--- src/rtl/muldiv_sequencer_pkg.sv ---
// Shared types and constants for the iterative unsigned multiply/divide sequencer.
// The MULDIV_DIV_EN macro (used by the top level) enables the DIVU datapath.
package muldiv_sequencer_pkg;

    localparam logic [3:0]  ALU_ADD    = 4'b0010;
    localparam logic [3:0]  ALU_SUB    = 4'b0110;
    localparam int unsigned ITER_COUNT = 32;
    localparam int unsigned CNT_W      = $clog2(ITER_COUNT);
    localparam logic [CNT_W-1:0] LAST_ITER = CNT_W'(ITER_COUNT - 1);

    typedef enum logic [1:0] {
        IDLE = 2'd0,
        RUN  = 2'd1,
        FIN  = 2'd2
    } state_t;

    typedef enum logic {
        OP_MULTU = 1'b0,
        OP_DIVU  = 1'b1
    } op_t;

endpackage

--- src/rtl/muldiv_carry.sv ---
// Carry-out of an ADD or borrow-out of a SUB, recovered from the operand and
// result MSBs of the shared 32-bit ALU.
module muldiv_carry (
    input  logic a31,
    input  logic b31,
    input  logic r31,
    input  logic sub,
    output logic cout
);

    assign cout = sub ? ((~a31 & b31) | ((~a31 | b31) & r31))
                      : ((a31 & b31) | ((a31 | b31) & ~r31));

endmodule

--- src/rtl/muldiv_sequencer.sv ---
// 32x32 unsigned shift-add multiplier / restoring divider time-sharing an external ALU.
// Define MULDIV_DIV_EN to build the DIVU path; otherwise every start performs MULTU.
module muldiv_sequencer
    import muldiv_sequencer_pkg::*;
(
    input  logic        clk,
    input  logic        rst_n,
    input  logic        start,
    input  logic        op,
    input  logic [31:0] opa,
    input  logic [31:0] opb,
    output logic        busy,
    output logic        done,
    output logic [31:0] hi,
    output logic [31:0] lo,
    output logic [31:0] alu_in1,
    output logic [31:0] alu_in2,
    output logic [3:0]  alu_ctrl,
    input  logic [31:0] alu_result
);

    state_t           state_r, state_nx_s;
    logic [CNT_W-1:0] cnt_r, cnt_nx_s;
    logic [31:0]      hi_r, lo_r, opnd_r;
    logic [31:0]      hi_nx_s, lo_nx_s, opnd_nx_s;
    logic             busy_r, busy_nx_s, done_r, done_nx_s;
    logic [31:0]      alu_in1_r, alu_in2_r, alu_in1_nx_s, alu_in2_nx_s;
    logic [3:0]       alu_ctrl_r, alu_ctrl_nx_s;
    logic             sub_s, cy_s;
`ifdef MULDIV_DIV_EN
    op_t              op_r, op_nx_s;
`else
    logic             unused_op_s;
    assign unused_op_s = op;
`endif

    assign sub_s = (alu_ctrl_r == ALU_SUB);

    muldiv_carry u_carry (
        .a31  (alu_in1_r[31]),
        .b31  (alu_in2_r[31]),
        .r31  (alu_result[31]),
        .sub  (sub_s),
        .cout (cy_s)
    );

    // Next-state, datapath step and next ALU operands (ALU ports are registered copies)
    always_comb begin
        state_nx_s    = state_r;
        cnt_nx_s      = cnt_r;
        hi_nx_s       = hi_r;
        lo_nx_s       = lo_r;
        opnd_nx_s     = opnd_r;
        busy_nx_s     = busy_r;
        done_nx_s     = 1'b0;
        alu_in1_nx_s  = 32'd0;
        alu_in2_nx_s  = 32'd0;
        alu_ctrl_nx_s = ALU_ADD;
`ifdef MULDIV_DIV_EN
        op_nx_s       = op_r;
`endif
        case (state_r)
            IDLE: begin
                busy_nx_s = 1'b0;
                if (start) begin
                    busy_nx_s  = 1'b1;
                    cnt_nx_s   = '0;
                    hi_nx_s    = 32'd0;
                    state_nx_s = RUN;
`ifdef MULDIV_DIV_EN
                    op_nx_s = op_t'(op);
                    if (op_t'(op) == OP_DIVU) begin
                        lo_nx_s   = opa;
                        opnd_nx_s = opb;
                        // Divide by zero bypasses the iterations entirely
                        if (opb == 32'd0) begin
                            hi_nx_s    = opa;
                            lo_nx_s    = 32'hFFFF_FFFF;
                            state_nx_s = FIN;
                        end else begin
                            state_nx_s = RUN;
                        end
                    end else begin
                        lo_nx_s   = opb;
                        opnd_nx_s = opa;
                    end
`else
                    lo_nx_s   = opb;
                    opnd_nx_s = opa;
`endif
                end else begin
                    state_nx_s = IDLE;
                end
            end
            RUN: begin
                cnt_nx_s = cnt_r + 1'b1;
                if (cnt_r == LAST_ITER) begin
                    state_nx_s = FIN;
                end else begin
                    state_nx_s = RUN;
                end
`ifdef MULDIV_DIV_EN
                if (op_r == OP_DIVU) begin
                    // hi_r[31] is the bit shifted out of the 33-bit partial remainder
                    if (hi_r[31] | ~cy_s) begin
                        hi_nx_s = alu_result;
                        lo_nx_s = {lo_r[30:0], 1'b1};
                    end else begin
                        hi_nx_s = {hi_r[30:0], lo_r[31]};
                        lo_nx_s = {lo_r[30:0], 1'b0};
                    end
                end else if (lo_r[0]) begin
                    hi_nx_s = {cy_s, alu_result[31:1]};
                    lo_nx_s = {alu_result[0], lo_r[31:1]};
                end else begin
                    hi_nx_s = {1'b0, hi_r[31:1]};
                    lo_nx_s = {hi_r[0], lo_r[31:1]};
                end
`else
                if (lo_r[0]) begin
                    hi_nx_s = {cy_s, alu_result[31:1]};
                    lo_nx_s = {alu_result[0], lo_r[31:1]};
                end else begin
                    hi_nx_s = {1'b0, hi_r[31:1]};
                    lo_nx_s = {hi_r[0], lo_r[31:1]};
                end
`endif
            end
            FIN: begin
                state_nx_s = IDLE;
                cnt_nx_s   = '0;
                done_nx_s  = 1'b1;
            end
            default: begin
                state_nx_s = IDLE;
                busy_nx_s  = 1'b0;
            end
        endcase

        if (state_nx_s == RUN) begin
`ifdef MULDIV_DIV_EN
            if (op_nx_s == OP_DIVU) begin
                alu_in1_nx_s  = {hi_nx_s[30:0], lo_nx_s[31]};
                alu_in2_nx_s  = opnd_nx_s;
                alu_ctrl_nx_s = ALU_SUB;
            end else begin
                alu_in1_nx_s  = hi_nx_s;
                alu_in2_nx_s  = opnd_nx_s;
                alu_ctrl_nx_s = ALU_ADD;
            end
`else
            alu_in1_nx_s  = hi_nx_s;
            alu_in2_nx_s  = opnd_nx_s;
            alu_ctrl_nx_s = ALU_ADD;
`endif
        end else begin
            alu_in1_nx_s  = 32'd0;
            alu_in2_nx_s  = 32'd0;
            alu_ctrl_nx_s = ALU_ADD;
        end
    end

    // State and output registers with synchronous active-low reset
    always_ff @(posedge clk) begin
        if (!rst_n) begin
            state_r    <= IDLE;
            cnt_r      <= '0;
            hi_r       <= 32'd0;
            lo_r       <= 32'd0;
            opnd_r     <= 32'd0;
            busy_r     <= 1'b0;
            done_r     <= 1'b0;
            alu_in1_r  <= 32'd0;
            alu_in2_r  <= 32'd0;
            alu_ctrl_r <= ALU_ADD;
`ifdef MULDIV_DIV_EN
            op_r       <= OP_MULTU;
`endif
        end else begin
            state_r    <= state_nx_s;
            cnt_r      <= cnt_nx_s;
            hi_r       <= hi_nx_s;
            lo_r       <= lo_nx_s;
            opnd_r     <= opnd_nx_s;
            busy_r     <= busy_nx_s;
            done_r     <= done_nx_s;
            alu_in1_r  <= alu_in1_nx_s;
            alu_in2_r  <= alu_in2_nx_s;
            alu_ctrl_r <= alu_ctrl_nx_s;
`ifdef MULDIV_DIV_EN
            op_r       <= op_nx_s;
`endif
        end
    end

    assign busy     = busy_r;
    assign done     = done_r;
    assign hi       = hi_r;
    assign lo       = lo_r;
    assign alu_in1  = alu_in1_r;
    assign alu_in2  = alu_in2_r;
    assign alu_ctrl = alu_ctrl_r;

endmodule
--- config.mk ---
export PLATFORM = sky130hd
export DESIGN_NAME = muldiv_sequencer
export DESIGN_NICKNAME = d
export VERILOG_FILES = /design/src/rtl/muldiv_sequencer_pkg.sv /design/src/rtl/muldiv_carry.sv /design/src/rtl/muldiv_sequencer.sv
export SDC_FILE = /design/constraint.sdc
export NUM_CORES = 1
export LEC_CHECK = 0
export CAP_MARGIN = 20
export CORE_MARGIN = 8
export CORE_UTILIZATION = 48
export DETAILED_ROUTE_END_ITERATION = 6
export PLACE_DENSITY = 0.9
export SLEW_MARGIN = 20
export SYNTH_ARGS = -nofsm -noshare
export SYNTH_HDL_FRONTEND = slang
export SYNTH_SLANG_ARGS = --single-unit
--- constraint.sdc ---
create_clock -name clk -period 3.6 [get_ports clk]
set_input_delay 0.9 -clock clk [delete_from_list [all_inputs] [get_ports clk]]
set_output_delay 0.9 -clock clk [all_outputs]
set_load 0.01 [all_outputs]
### Word-level counts from Yosys, hierarchy flattened

Cells that the tools add are included.

* bits in read-only memories: 0
* input bits: 100
* latch bits: 0
* output and inout port bits: 134
* RAM bits: 0
* memories kept: 0
* register bits after elaboration: 169
* logic and storage cells: 43

* equality and inequality tests: 5
* bitwise operators: 5
* multipliers: 0
* reductions and logical operators: 7
* divide/modulo/power cells: 0
* $lt $le $gt $ge: 0
* $add $sub $neg: 1
* mux-type cells: 16
* shifts and indexed selects: 0

Operator list (number)
* 2-to-1 mux 32 bit: 6
* one-hot mux 32 bit (2 select lines): 2
* one-hot mux 5 bit (3 select lines): 1
* AND reduction 2 bit: 3
* adder 5 x 1 -> 5 bit (second input constant): 1
* == test 5 bit (second input constant): 1
* 2-to-1 mux 5 bit: 1
* == test 2 x 1 -> 1 bit (second input constant): 2
* one-hot mux 2 bit (2 select lines): 1
* 2-to-1 mux 1 bit: 3
* nonzero test 3 bit: 1
* bitwise AND 1 bit: 2
* == test 2 bit (second input constant): 1
* logical NOT 2 bit: 1
* 2-to-1 mux 2 bit: 1
* inequality test 2 bit (second input constant): 1
* OR 1 bit: 2
* one-hot mux 1 bit (2 select lines): 1
* nonzero test 2 bit: 1
* OR reduction 2 bit: 1
* NOT 1 bit: 1

### Longest topological paths before layout

* word-level depth: 5
* gate-level depth with buffers: 8
* depth with buffers taken out: 7

### By module

Synthesis repeated with hierarchy kept, for this count alone.

* cells, all modules: 589
* area total of the unflattened synthesis: 6399.9 µm²

Modules (own cells, without submodules)
* muldiv_sequencer: cells an instance 584, seq. area each 3383.2 µm², times used 1, area each 6367.4 µm²
* muldiv_carry: cells an instance 5, seq. area each 0.0 µm², times used 1, area each 32.5 µm²

### Worst setup path after synthesis

No wires, ideal clock.

* path kind: in2reg
* start point: in rst_n
* end point: reg lo_r[10] (netlist: lo[10])
* path slack: 1.885 ns
* arrival: 1.656 ns
* library setup time: 0.059 ns
* stages on the path: 4
* buffers on the path: 3
* required time: 3.541 ns
* cell sequence: buf_2 -> buf_2 -> clkbuf_1 -> o211a_1

RTL lines
* from (decl): RTL line muldiv_sequencer.sv:7 `input logic rst_n,`
* to (signal assigned): RTL line muldiv_sequencer.sv:183 `lo_r <= lo_nx_s;`
* to (decl): RTL line muldiv_sequencer.sv:24 `logic [31:0] hi_r, lo_r, opnd_r;`

No word-level cell between the ends.

### Final worst setup path

* start point: reg state_r[1]
* end point: reg alu_in1_r[30] (netlist: alu_in1[30])

* longest elaborated chain between the ends: 4
* elaborated cells on any way between the ends: 6
* those cells by class: eq/ne (2); mux (2); reduce/logical (2)

RTL lines
* from (decl): RTL line muldiv_sequencer.sv:22 `state_t state_r, state_nx_s;`
* from (signal assigned): RTL line muldiv_sequencer.sv:180 `state_r <= state_nx_s;`
* == test 2 x 1 -> 1 bit / logical NOT 2 bit (equally long branches): RTL line muldiv_sequencer.sv:62 `case (state_r)`
* one-hot mux 2 bit (2 select lines): RTL line muldiv_sequencer.sv:62
* == test 2 x 1 -> 1 bit: RTL line muldiv_sequencer.sv:140 `if (state_nx_s == RUN) begin`
* AND reduction 2 bit (no source line)
* to (signal assigned): RTL line muldiv_sequencer.sv:187 `alu_in1_r <= alu_in1_nx_s;`
* to (decl): RTL line muldiv_sequencer.sv:27 `logic [31:0] alu_in1_r, alu_in2_r, alu_in1_nx_s, alu_in2_nx_s;`

Parallel ways exist; a longest one is shown, timed or not.
A chain may end at the register's enable or synchronous reset.

==> run_results.csv <==
group,metric,value,unit
timing,setup_violations,0,
pwr,p_leak,3.81,nW
logic_synthesis,syn_area,6290,sq um
pwr,cellPowerDensity,491,nW/um^2
setup_path,crit_fanout,42,
detailed_routing,wl,17.3,mm
pwr,vdd_drop_max,0.289,mV
logic_synthesis,synth_mux_area_share,15.5,%
logic_synthesis,syn_inst,616,
clocking,numCtsBuffers,17,
logic_synthesis,ys_seq_area_share,53.8,%
grt,grt_first_pass_wirelength,26.0,mm
final_layout,fin_cells,1010,
die,rows,42,
setup_path,critical_path_class,"reg -> reg",
timing,relSlewSlack,37.6,%
clocking,worstSkewPairLatency,0.41,ns
job,maxCapViolations,0,
setup_path,worstPathRequired,3.89,ns
logic_synthesis,yosys.area_share.xor_xnor,0,%
final_layout,fin_util,70.5,%
logic_synthesis,synth_cell_types,30,
setup_path,crit_family,"buffers and inverters",
final_layout,final_nets,929,
setup_path,worstPathCellList,"inv_1 -> ha_2 -> buf_4 -> o21ai_1 -> nand2_2 -> buf_4 -> nor2_1",
logic_synthesis,synth_top_family_by_area,"simple AND/OR/NAND/NOR gates",
setup_path,critical_path_arrival,2.73,ns
logic_synthesis,yosys.area_share.simple,15.8,%
detailed_routing,drtPass1Iterations,4,
logic_synthesis,synth_fa_ha_area_share,1.15,%
timing,maxSlewViolCount,0,
logic_synthesis,synth-main-ff-cell,"dfxtp_1",
clocking,hold_buffers,0,
pwr,finalPower,0.00451,W
clocking,h-tree-depth,4,
detailed_routing,routedWlPerCell,17.1,um
clocking,postCtsSetupRepairBufs,0,
timing,rsz0062_at_grt,"no",
grt,grt_use_total,19.8,%
setup_path,crit_path_max_incr_delay,0.52,ns
final_layout,antenna_cells,0,
timing,fin_tns_setup,0,ns
grt,antenna_found_initial,0,
place,placed_cells,981,
hold_path,hold_class,"reg -> reg",
detailed_routing,postRouteAntennaNets,0,
place,placedInstanceArea,8590,sq um
clocking,root_buffer,"clkbuf_16",
die,initial_core_util,48.2,%
final_layout,fill_cells,956,
detailed_routing,viasPerCell,4.96,
logic_synthesis,synth_compound_area_share,9.09,%
final_layout,layout-area-overhead-vs-synth,46.1,%
setup_path,crit_buf_inv,3,
timing,worst_pin_slew,0.933,ns
logic_synthesis,ys_async_sr_fraction,0,%
die,pin_count,234,
detailed_routing,dr_total_vias,5013,
timing,report.final.hold_viol_count,0,
logic_synthesis,synth-edff-count,0,
detailed_routing,dr.first_iter.drc_count,210,
clocking,clock_path_buffers,2,
setup_path,cp_common_cell,"buf_4",
clocking,cts_tree,"done",
logic_synthesis,ys_seq_elements,169,
place,dpl.hpwl,12.0,mm
place,gp_congestion,0.770,
grt,grt_pass1_vias,5050,
place,port_buffers,228,
timing,period_share,67.9,%
logic_synthesis,avgSynthCellArea,10.2,sq um
die,core_area,13000,sq um
grt,grt_max_degree,61,
setup_path,slowest_stage,"buf_4",
setup_path,start_kind,"flip-flop",
outcome,outcome,"finished clean",
timing,finalCriticalPeriod,2.45,ns
setup_path,end_kind,"flip-flop",
clocking,clock-sinks,169,
timing,max_freq,409,MHz
die,die_h,130,um
die,dieArea,17000,sq um
clocking,cts_resized,0,
clocking,cts.clk_slew.worst_paths,0.06,ns
die,chipWidth,130,um
logic_synthesis,yosys_warnings,0,
timing,finClkSkew,0.00809,ns
grt,grt.overflow.total,0,
detailed_routing,drc,0,
final_layout,design_area,9190,sq um
final_layout,layout-drive-gt1-share,5.40,%
==> worst min-delay path, cell delays in order, from the launching register on <==
cell	delay [ns]
dfxtp_1	0.31
nand2_1	0.05
a21boi_1	0.05
==> registers in the layout, indices dropped and copies added, names as in the netlist <==
| name | count |
|---|---|
| alu_in2 | 32 |
| alu_in1 | 32 |
| opnd_r | 32 |
| state_r | 2 |
| hi | 32 |
| cnt_r | 5 |
| busy | 1 |
| lo | 32 |
| done | 1 |
==> stage by stage <==
stage | setup slack (ns) | hold WS, ns
4_1_cts | 1.12 | 0.475
2_1_floorplan | 1.89 | 0.435
5_1_grt | 0.998 | 0.498
3_5_place_dp | 0.841 | 0.469
3_3_place_gp | 0.864 | 0.442
6_report | 1.15 | 0.469
==> per-layer routing <==
layer	part of all wire [%]	global-route usage, %	vias up
met3	9.8	7.75	30
met2	48	34.0	186
met5	0	0	-
met1	39	21.3	2345
met4	2.7	8.44	0
li1	-	-	2452
==> report_power, final <==
| group | switching, W | internal (W) | leakage (nW) |
|---|---|---|---|
| combinational | 0.000305 | 0.000351 | 2.14 |
| clock | 0.000717 | 0.00113 | 0.287 |
| sequential | 0.0000499 | 0.00197 | 1.38 |
==> cell families (layout without fill, tap and decap cells) <==
kind of cell / count (synthesis) / after routing
muxes: 97 / 97
AOI/OAI and AO/OA: 76 / 76
buffers and inverters: 53 / 269
DFF: 169 / 169
other: 2 / 4
adders and majority gates: 6 / 6
and+or+nand+nor: 213 / 213
==> layout make-up <==
type / instances / area [sq um] / area share, %
repair buffers: 236 / 2340 / 25.4
clock inverters: 9 / 143 / 1.55
flip-flops and latches: 169 / 3380 / 36.8
well taps: 176 / 220 / 2.40
multi-input cells: 396 / 2630 / 28.6
clock buffers: 20 / 457 / 4.97
inverters: 4 / 15.0 / 0.163
==> synth_stat cells, drive strengths merged (5+ instances only) <==
cell type / instances / area (sq um)
ha: 5 / 62.6
nand2: 42 / 165
nor2: 95 / 357
mux2i: 96 / 961
clkbuf: 12 / 45.0
o21ai: 5 / 36.3
dfxtp: 169 / 3380
nor2b: 64 / 400
a21oi: 32 / 160
o211a: 31 / 310
buf: 37 / 225
==> cells in the final DEF, fill, tap and decap left out, types with 2 or more instances in the layout <==
| cell | netlist | final |
|---|---|---|
| o21ai_0 | 3 | 3 |
| clkinvlp_4 | 0 | 2 |
| and3_1 | 2 | 2 |
| buf_4 | 16 | 8 |
| nand3_1 | 4 | 4 |
| nand2_1 | 41 | 40 |
| conb_1 | 2 | 4 |
| a21oi_1 | 32 | 32 |
| clkbuf_8 | 0 | 2 |
| bufinv_16 | 0 | 3 |
| nor2b_1 | 64 | 64 |
| inv_1 | 3 | 3 |
| clkinv_4 | 0 | 2 |
| clkbuf_16 | 0 | 17 |
| mux2i_1 | 96 | 96 |
| and2_1 | 3 | 3 |
| dfxtp_1 | 169 | 168 |
| a21boi_1 | 4 | 4 |
| o211a_1 | 31 | 31 |
| nor2_1 | 95 | 95 |
| ha_1 | 5 | 4 |
| nand2b_1 | 2 | 2 |
| clkdlybuf4s50_1 | 0 | 227 |
==> final timing paths <==
kind	depth (start not counted)	end	slack [ns]	start
worst max register to register	7	alu_in1[30]	1.15	state_r[1]
worst min register to register	2	cnt_r[4]	0.47	cnt_r[4]
worst min-delay path	2	cnt_r[4]	0.47	cnt_r[4]
worst max-delay path	7	alu_in1[30]	1.15	state_r[1]
No activity file was read; power rests on OpenSTA's default activity.
